`src/rtl/ifu_pkg.sv`:
```
// rtl/ifu_pkg.sv - shared widths, reset PC, NOP word and FSM states for instruction fetch
package ifu_pkg;

    localparam int CPU_WIDTH = 64;
    localparam int INS_WIDTH = 32;

    localparam logic [CPU_WIDTH-1:0] RESET_PC_DEFAULT = 64'h0000_0000_8000_0000;
    localparam logic [INS_WIDTH-1:0] NOP_INS          = 32'h0000_0013;

    typedef enum logic [1:0] {
        IDLE = 2'd0,
        REQ  = 2'd1,
        WAIT = 2'd2,
        HOLD = 2'd3
    } ifu_state_t;

endpackage

```
`src/rtl/ifu_fetch.sv`:
```
// rtl/ifu_fetch.sv - PC holder issuing one 64-bit read per instruction, valid/ready to decode
module ifu_fetch
    import ifu_pkg::*;
#(
    parameter logic [CPU_WIDTH-1:0] RESET_PC = RESET_PC_DEFAULT,
    parameter logic [INS_WIDTH-1:0] NOP_INS  = ifu_pkg::NOP_INS
) (
    input  logic                 clk,
    input  logic                 rst_n,
    input  logic                 redirect_en,
    input  logic [CPU_WIDTH-1:0] redirect_pc,
    output logic                 if_req_valid,
    input  logic                 if_req_ready,
    output logic [CPU_WIDTH-1:0] if_req_addr,
    input  logic                 if_rsp_valid,
    input  logic [63:0]          if_rsp_data,
    input  logic                 if_rsp_err,
    output logic                 o_ins_valid,
    input  logic                 i_ins_ready,
    output logic [INS_WIDTH-1:0] o_ins,
    output logic [CPU_WIDTH-1:0] o_pc,
    output logic                 o_fetch_err
);

    ifu_state_t           state_q, state_d;
    logic [CPU_WIDTH-1:0] pc_q, pc_d;
    logic                 drop_q, drop_d;
    logic [CPU_WIDTH-1:0] pend_pc_q, pend_pc_d;
    logic [INS_WIDTH-1:0] ins_q, ins_d;
    logic [CPU_WIDTH-1:0] opc_q, opc_d;
    logic                 err_q, err_d;
    logic [INS_WIDTH-1:0] rsp_word;

    assign rsp_word    = pc_q[2] ? if_rsp_data[63:32] : if_rsp_data[31:0];
    assign o_ins_valid = (state_q == HOLD);
    assign o_ins       = ins_q;
    assign o_pc        = opc_q;
    assign o_fetch_err = err_q;
    assign if_req_addr = if_req_valid ? {pc_q[CPU_WIDTH-1:3], 3'b000} : '0;

    always_ff @(posedge clk) begin
        if (!rst_n) begin
            state_q   <= IDLE;
            pc_q      <= RESET_PC;
            drop_q    <= 1'b0;
            pend_pc_q <= '0;
            ins_q     <= '0;
            opc_q     <= '0;
            err_q     <= 1'b0;
        end else begin
            state_q   <= state_d;
            pc_q      <= pc_d;
            drop_q    <= drop_d;
            pend_pc_q <= pend_pc_d;
            ins_q     <= ins_d;
            opc_q     <= opc_d;
            err_q     <= err_d;
        end
    end

    always_comb begin
        state_d      = state_q;
        pc_d         = pc_q;
        drop_d       = drop_q;
        pend_pc_d    = pend_pc_q;
        ins_d        = ins_q;
        opc_d        = opc_q;
        err_d        = err_q;
        if_req_valid = 1'b0;
        case (state_q)
            IDLE: begin
                state_d = REQ;
                if (redirect_en) pc_d = redirect_pc;
            end
            REQ: begin
                if (pc_q[1:0] != 2'b00) begin
                    // Misaligned PC never reaches the bus; a redirect simply retargets it.
                    if (redirect_en) begin
                        pc_d = redirect_pc;
                    end else begin
                        ins_d   = NOP_INS;
                        opc_d   = pc_q;
                        err_d   = 1'b1;
                        state_d = HOLD;
                    end
                end else begin
                    if_req_valid = 1'b1;
                    if (redirect_en) begin
                        drop_d    = 1'b1;
                        pend_pc_d = redirect_pc;
                    end
                    if (if_req_ready) state_d = WAIT;
                end
            end
            WAIT: begin
                if (if_rsp_valid) begin
                    if (redirect_en) begin
                        pc_d    = redirect_pc;
                        drop_d  = 1'b0;
                        state_d = REQ;
                    end else if (drop_q) begin
                        pc_d    = pend_pc_q;
                        drop_d  = 1'b0;
                        state_d = REQ;
                    end else begin
                        ins_d   = if_rsp_err ? NOP_INS : rsp_word;
                        err_d   = if_rsp_err;
                        opc_d   = pc_q;
                        state_d = HOLD;
                    end
                end else if (redirect_en) begin
                    drop_d    = 1'b1;
                    pend_pc_d = redirect_pc;
                end
            end
            HOLD: begin
                if (redirect_en) begin
                    pc_d    = redirect_pc;
                    state_d = REQ;
                end else if (i_ins_ready) begin
                    pc_d    = pc_q + 64'd4;
                    state_d = REQ;
                end
            end
            default: state_d = IDLE;
        endcase
    end

    rsp_only_in_wait: assert property (@(posedge clk) disable iff (!rst_n)
        if_rsp_valid |-> (state_q == WAIT));

endmodule

```
`config.mk`:
```
export PLATFORM = sky130hd
export DESIGN_NAME = ifu_fetch
export DESIGN_NICKNAME = d
export VERILOG_FILES = /design/src/rtl/ifu_pkg.sv /design/src/rtl/ifu_fetch.sv
export SDC_FILE = /design/constraint.sdc
export NUM_CORES = 1
export LEC_CHECK = 0
export ABC_AREA = 1
export BUFFER_PORTS_ARGS = -buffer_cell sky130_fd_sc_hd__buf_4
export CAP_MARGIN = 20
export CORE_ASPECT_RATIO = 1.1
export CORE_MARGIN = 1.5
export CORE_UTILIZATION = 50
export DETAILED_ROUTE_END_ITERATION = 8
export PLACE_DENSITY_LB_ADDON = 0.08
export SYNTH_ARGS = -nofsm -noshare
export SYNTH_HDL_FRONTEND = slang
export SYNTH_SLANG_ARGS = --single-unit
```
`constraint.sdc`:
```
create_clock -name clk -period 2.2 [get_ports clk]
set_clock_uncertainty 0.2 [all_clocks]
set_input_delay 0.66 -clock clk [delete_from_list [all_inputs] [get_ports clk]]
set_output_delay 0.66 -clock clk [all_outputs]
set_load 0.05 [all_outputs]
```
==> results.md <==
- Headroom to the max-slew limit came out at 60.5%.
- Clock-pin slew was measured on the worst setup and hold paths at 60 ps.
- Summed over all layers, the routed wires come to 47300 um.
- The flow ran to the end, but the final reports show violations.
- After the first detailed-routing iteration, the DRC count stood at between 1000 and 1500.
- After layout, the worst setup slack is -432 ps.
- sky130_fd_sc_hd__dfxtp_1 takes more of the synthesized area than any other cell.
- The number of top-level design ports is 298.
- The number of placement rows is 60.
- The number of H-tree branching levels is 1.
- The die extent in y is 169 um.
- The proportion of power drawn by the clock network is 15.4%.
- The floorplan core area is 24500 sq um.
- The largest stage delay on the critical path is 340 ps.
- The number of buffers added on ports is ~290.
- Walking the worst path, the cells encountered are inv_2 > ha_4 > nand2_8 > buf_12 > clkbuf_16 > nor2_2 > buf_6.
- The net switching fraction of the power is 49.2%.
- The slowest stage of the critical path is the sky130_fd_sc_hd__dfxtp_2 cell.
- The TritonCTS clock tree is yes.
- Based on the critical path, the design can be clocked at up to 380 MHz.
- Sequential cells account for 26.1% of the total power.
- The largest net degree at the start of global routing is 107.
- Yosys mapped the design onto 49 distinct sky130hd cell types.
- The synthesized design contains 0 enable-type register cells.
- Using the TritonRoute via totals, the vias-per-cell ratio works out to 5.69.
- The final count of pins violating max slew was 0.
- The setup path with the least slack is of type reg -> out.
- The class of the worst hold path is in -> reg.
- Detailed routing placed a total of 23400 um of wire on met2.
- Buffers inserted during clock tree synthesis total 25.
- The number of detailed-routing iterations run before antenna repair is 5.
- The data arrival time of the worst path is 1770 ps.
- The net load switching power is 13.9 mW.
- The number of fillers in the final layout is 2020.
- The critical path endpoint category is an output port.
- The leading register cell type out of synthesis is sky130_fd_sc_hd__dfxtp_1.
- The total count of hold-check failures in the final report is 0.
- For this run the aggregate overflow at the end of global routing stands at 0.
- The HPWL after detailed placement is 32100 um.
- Clock tree synthesis selected as its root buffer the cell sky130_fd_sc_hd__clkbuf_16.
- The final reports fail on negative setup slack.
- In this run the biggest area consumer among cell types represents between 30% and 40% of the synthesized area.
- After detailed routing, the average wire length per cell comes to around 18 um.
- The average cell area after synthesis is around 6.7 sq um.
- The floorplan step defined a die boundary enclosing 26100 sq um.
- For the pin with the worst max-slew slack, the measured transition is 592 ps.
- The total number of vias is 14600.
- Setup repair after global routing could not meet its margin everywhere.
- Combinational cells account for 58.5% of the total power.
- STA puts the critical path data required time at 1340 ps.
- The area growth from synthesis to final layout is 42.9%.
- By area the synthesized netlist is led by sky130_fd_sc_hd__dfxtp_1 (36%), sky130_fd_sc_hd__o21ai_0 (10%), sky130_fd_sc_hd__a21oi_1 (8.8%).
- After synthesis the cells add up to 12600 sq um.
- The highest metal layer with signal wires is met4.
- The final critical path takes up 120% of the cycle.
- In this run the worst path has a maximum fanout of 8.
- The share of post-route cells with drive strength above 1 is between 20% and 30%.
- The number of antenna violations at the first check in global routing is 1.
- The aggregate negative setup slack is -24390 ps.
- The starting utilization of the core area is 51.2%.
- The clock net in this run drives a total of between 200 and 250 sinks.
- The max-cap check violation count is 0.
- The count of yosys warnings during synthesis is 0.
- The startpoint kind of the worst setup timing path is a flop.
- The number of endpoints failing setup at the final stage is between 60 and 70.
- The tightest hold margin is roughly 200 ps.
- The amount of wire on met3 after detailed routing is 3140 um.
- The cell internal power dissipation is between 10 and 15 mW.
- The count of nets left with antenna violations after detail routing is 0.
- The number of storage elements in the synthesis netlist is 228.
- The routed design could run at a clock period as short as approximately 2600 ps.
- Routability-driven placement finished with a final weighted congestion of just under 1.
- In this run the power density over the cells is 1570 nW/um^2.
- Summed over all cells, the static leakage comes to about 7.5 nW.
- The commonest cells after synthesis are sky130_fd_sc_hd__nand2_1 (290), sky130_fd_sc_hd__o21ai_0 (261), sky130_fd_sc_hd__nor2_1 (253).
- In this run the deepest clock path goes through 3 buffers.
- The number of global-route vias before repair is 13400.
- The routed metal-1 wire length is 18800 um.
- The total DRC errors in the routed layout is 0.
- For this run, the total global-route usage over all layers was measured as approximately a third.
- The cell count after synthesis came out at 1883.
- The maximum vdd ir drop is 1070 uV.
- The share of flip-flops with an asynchronous set or reset after synthesis is 0%.
- The floorplan step set the die width to ~150 um.
- After the last flow step, the layout net total stands at 2376.
- The wire length of the first global-routing pass is approximately 71000 um.
- The dominant cell by count in the synthesized netlist is sky130_fd_sc_hd__nand2_1.
- Of the synthesized area, sequential elements account for 36.3%.
- OpenSTA, run right after detailed placement, puts the worst setup slack at -129 ps.
- The worst-skew pair later-pin latency is 530 ps.
cell type report:
cell class                      instances  area [sq um]  area share (%)
Antenna cell                            1          2.50          0.0139
Clock buffer                           34           719            4.00
Clock inverter                         12           124           0.689
Inverter                              159           619            3.45
Multi-Input combinational cell       1368          7440            41.4
Sequential cell                       228          4570            25.4
Tap cell                              310           388            2.16
Timing Repair Buffer                  455          4110            22.8
cells by family (layout without fill, tap and decap cells):
logic type      Yosys count  count (layout)  synth area share, %
simple gates            732             732                 26.1
compound gates          609             609                 26.3
buf+inv                 289             660                 9.46
flops                   228             228                 36.3
xor+xnor                 20              20                 1.39
fa+ha+maj                 4               4                0.398
other cells               1               4               0.0298
layer usage:
metal | track usage, % | vias up
li1 | - | 7020
met1 | 42.6 | 6874
met2 | 59.2 | 613
met3 | 3.37 | 91
met4 | 13.5 | 0
met5 | 0 | -
per-stage QoR:
| stage | area (sq um) | total power, mW | cells | util, % |
|---|---|---|---|---|
| 6_report | 18000 | 28.2 | 2567 | 73.2 |
| 5_1_grt | 18000 | 29.6 | 2567 | 73.2 |
| 3_5_place_dp | 16100 | 21.8 | 2507 | 65.5 |
| 3_3_place_gp | 16100 | 21.5 | 2507 | 65.5 |
| 4_1_cts | 17500 | 27.0 | 2559 | 71.2 |
| 2_1_floorplan | 12700 | 16.4 | 1885 | - |
state kept, by name, indices dropped and copies added, names as in the netlist:
register	flops
state_q	2
pend_pc_q	64
drop_q	1
o_ins	32
pc_q	64
o_fetch_err	1
o_pc	64
worst paths after layout:
kind / startpoint / slack, ps / endpoint / cells past startpoint
worst max-delay path: state_q[1]$_SDFFE_PN0P_ / -430 / if_req_addr[12] / 7
worst min register to register: o_ins[3]$_SDFFE_PN0P_ / 260 / o_ins[3]$_SDFFE_PN0P_ / 2
worst max register to register: pc_q[3]$_SDFFE_PN0P_ / 0 / pc_q[56]$_SDFFE_PN0P_ / 10
worst min-delay path: if_rsp_data[36] / 200 / o_ins[4]$_SDFFE_PN0P_ / 3
worst max-delay path, delay by kind of cell, from the launching register on:
kind | cells | cell delay [ps]
DFF | 1 | 340
and+or+nand+nor | 2 | 180
buffers and inverters | 4 | 550
adders and majority gates | 1 | 160
repair_timing:
| action | in CTS | in global routing |
|---|---|---|
| hold buffers | 0 | 0 |
| resized for setup | 107 | 85 |
| gates cloned | 3 | 5 |
| pin swaps | 2 | 8 |
| buffers inserted | 4 | 4 |
| setup endpoints to repair | 74 | 177 |
power by group through the flow:
stage | Clock [mW] | Combinational [mW] | Sequential [mW]
floorplan | 0 | 7.09 | 9.27
global placement | 0 | 14.2 | 7.27
detailed placement | 0 | 14.4 | 7.32
CTS | 4.37 | 15.4 | 7.28
global route | 4.51 | 17.6 | 7.55
finish | 4.34 | 16.5 | 7.36
layout by cell type (no fill, tap or decap), types with 30 or more instances in the layout:
cell | netlist | routed
sky130_fd_sc_hd__clkbuf_16 | 0 | 30
sky130_fd_sc_hd__o21ai_0 | 261 | 258
sky130_fd_sc_hd__nor2_1 | 253 | 186
sky130_fd_sc_hd__inv_1 | 146 | 145
sky130_fd_sc_hd__a21oi_1 | 222 | 221
sky130_fd_sc_hd__nand2_1 | 290 | 287
sky130_fd_sc_hd__a21boi_0 | 38 | 38
sky130_fd_sc_hd__nor2_4 | 11 | 75
sky130_fd_sc_hd__nand3_1 | 49 | 49
sky130_fd_sc_hd__a31oi_1 | 42 | 42
sky130_fd_sc_hd__dfxtp_1 | 228 | 223
sky130_fd_sc_hd__nor3_1 | 64 | 58
sky130_fd_sc_hd__buf_4 | 10 | 361
sky130_fd_sc_hd__buf_6 | 1 | 57
(Power assumes the default switching activity.)
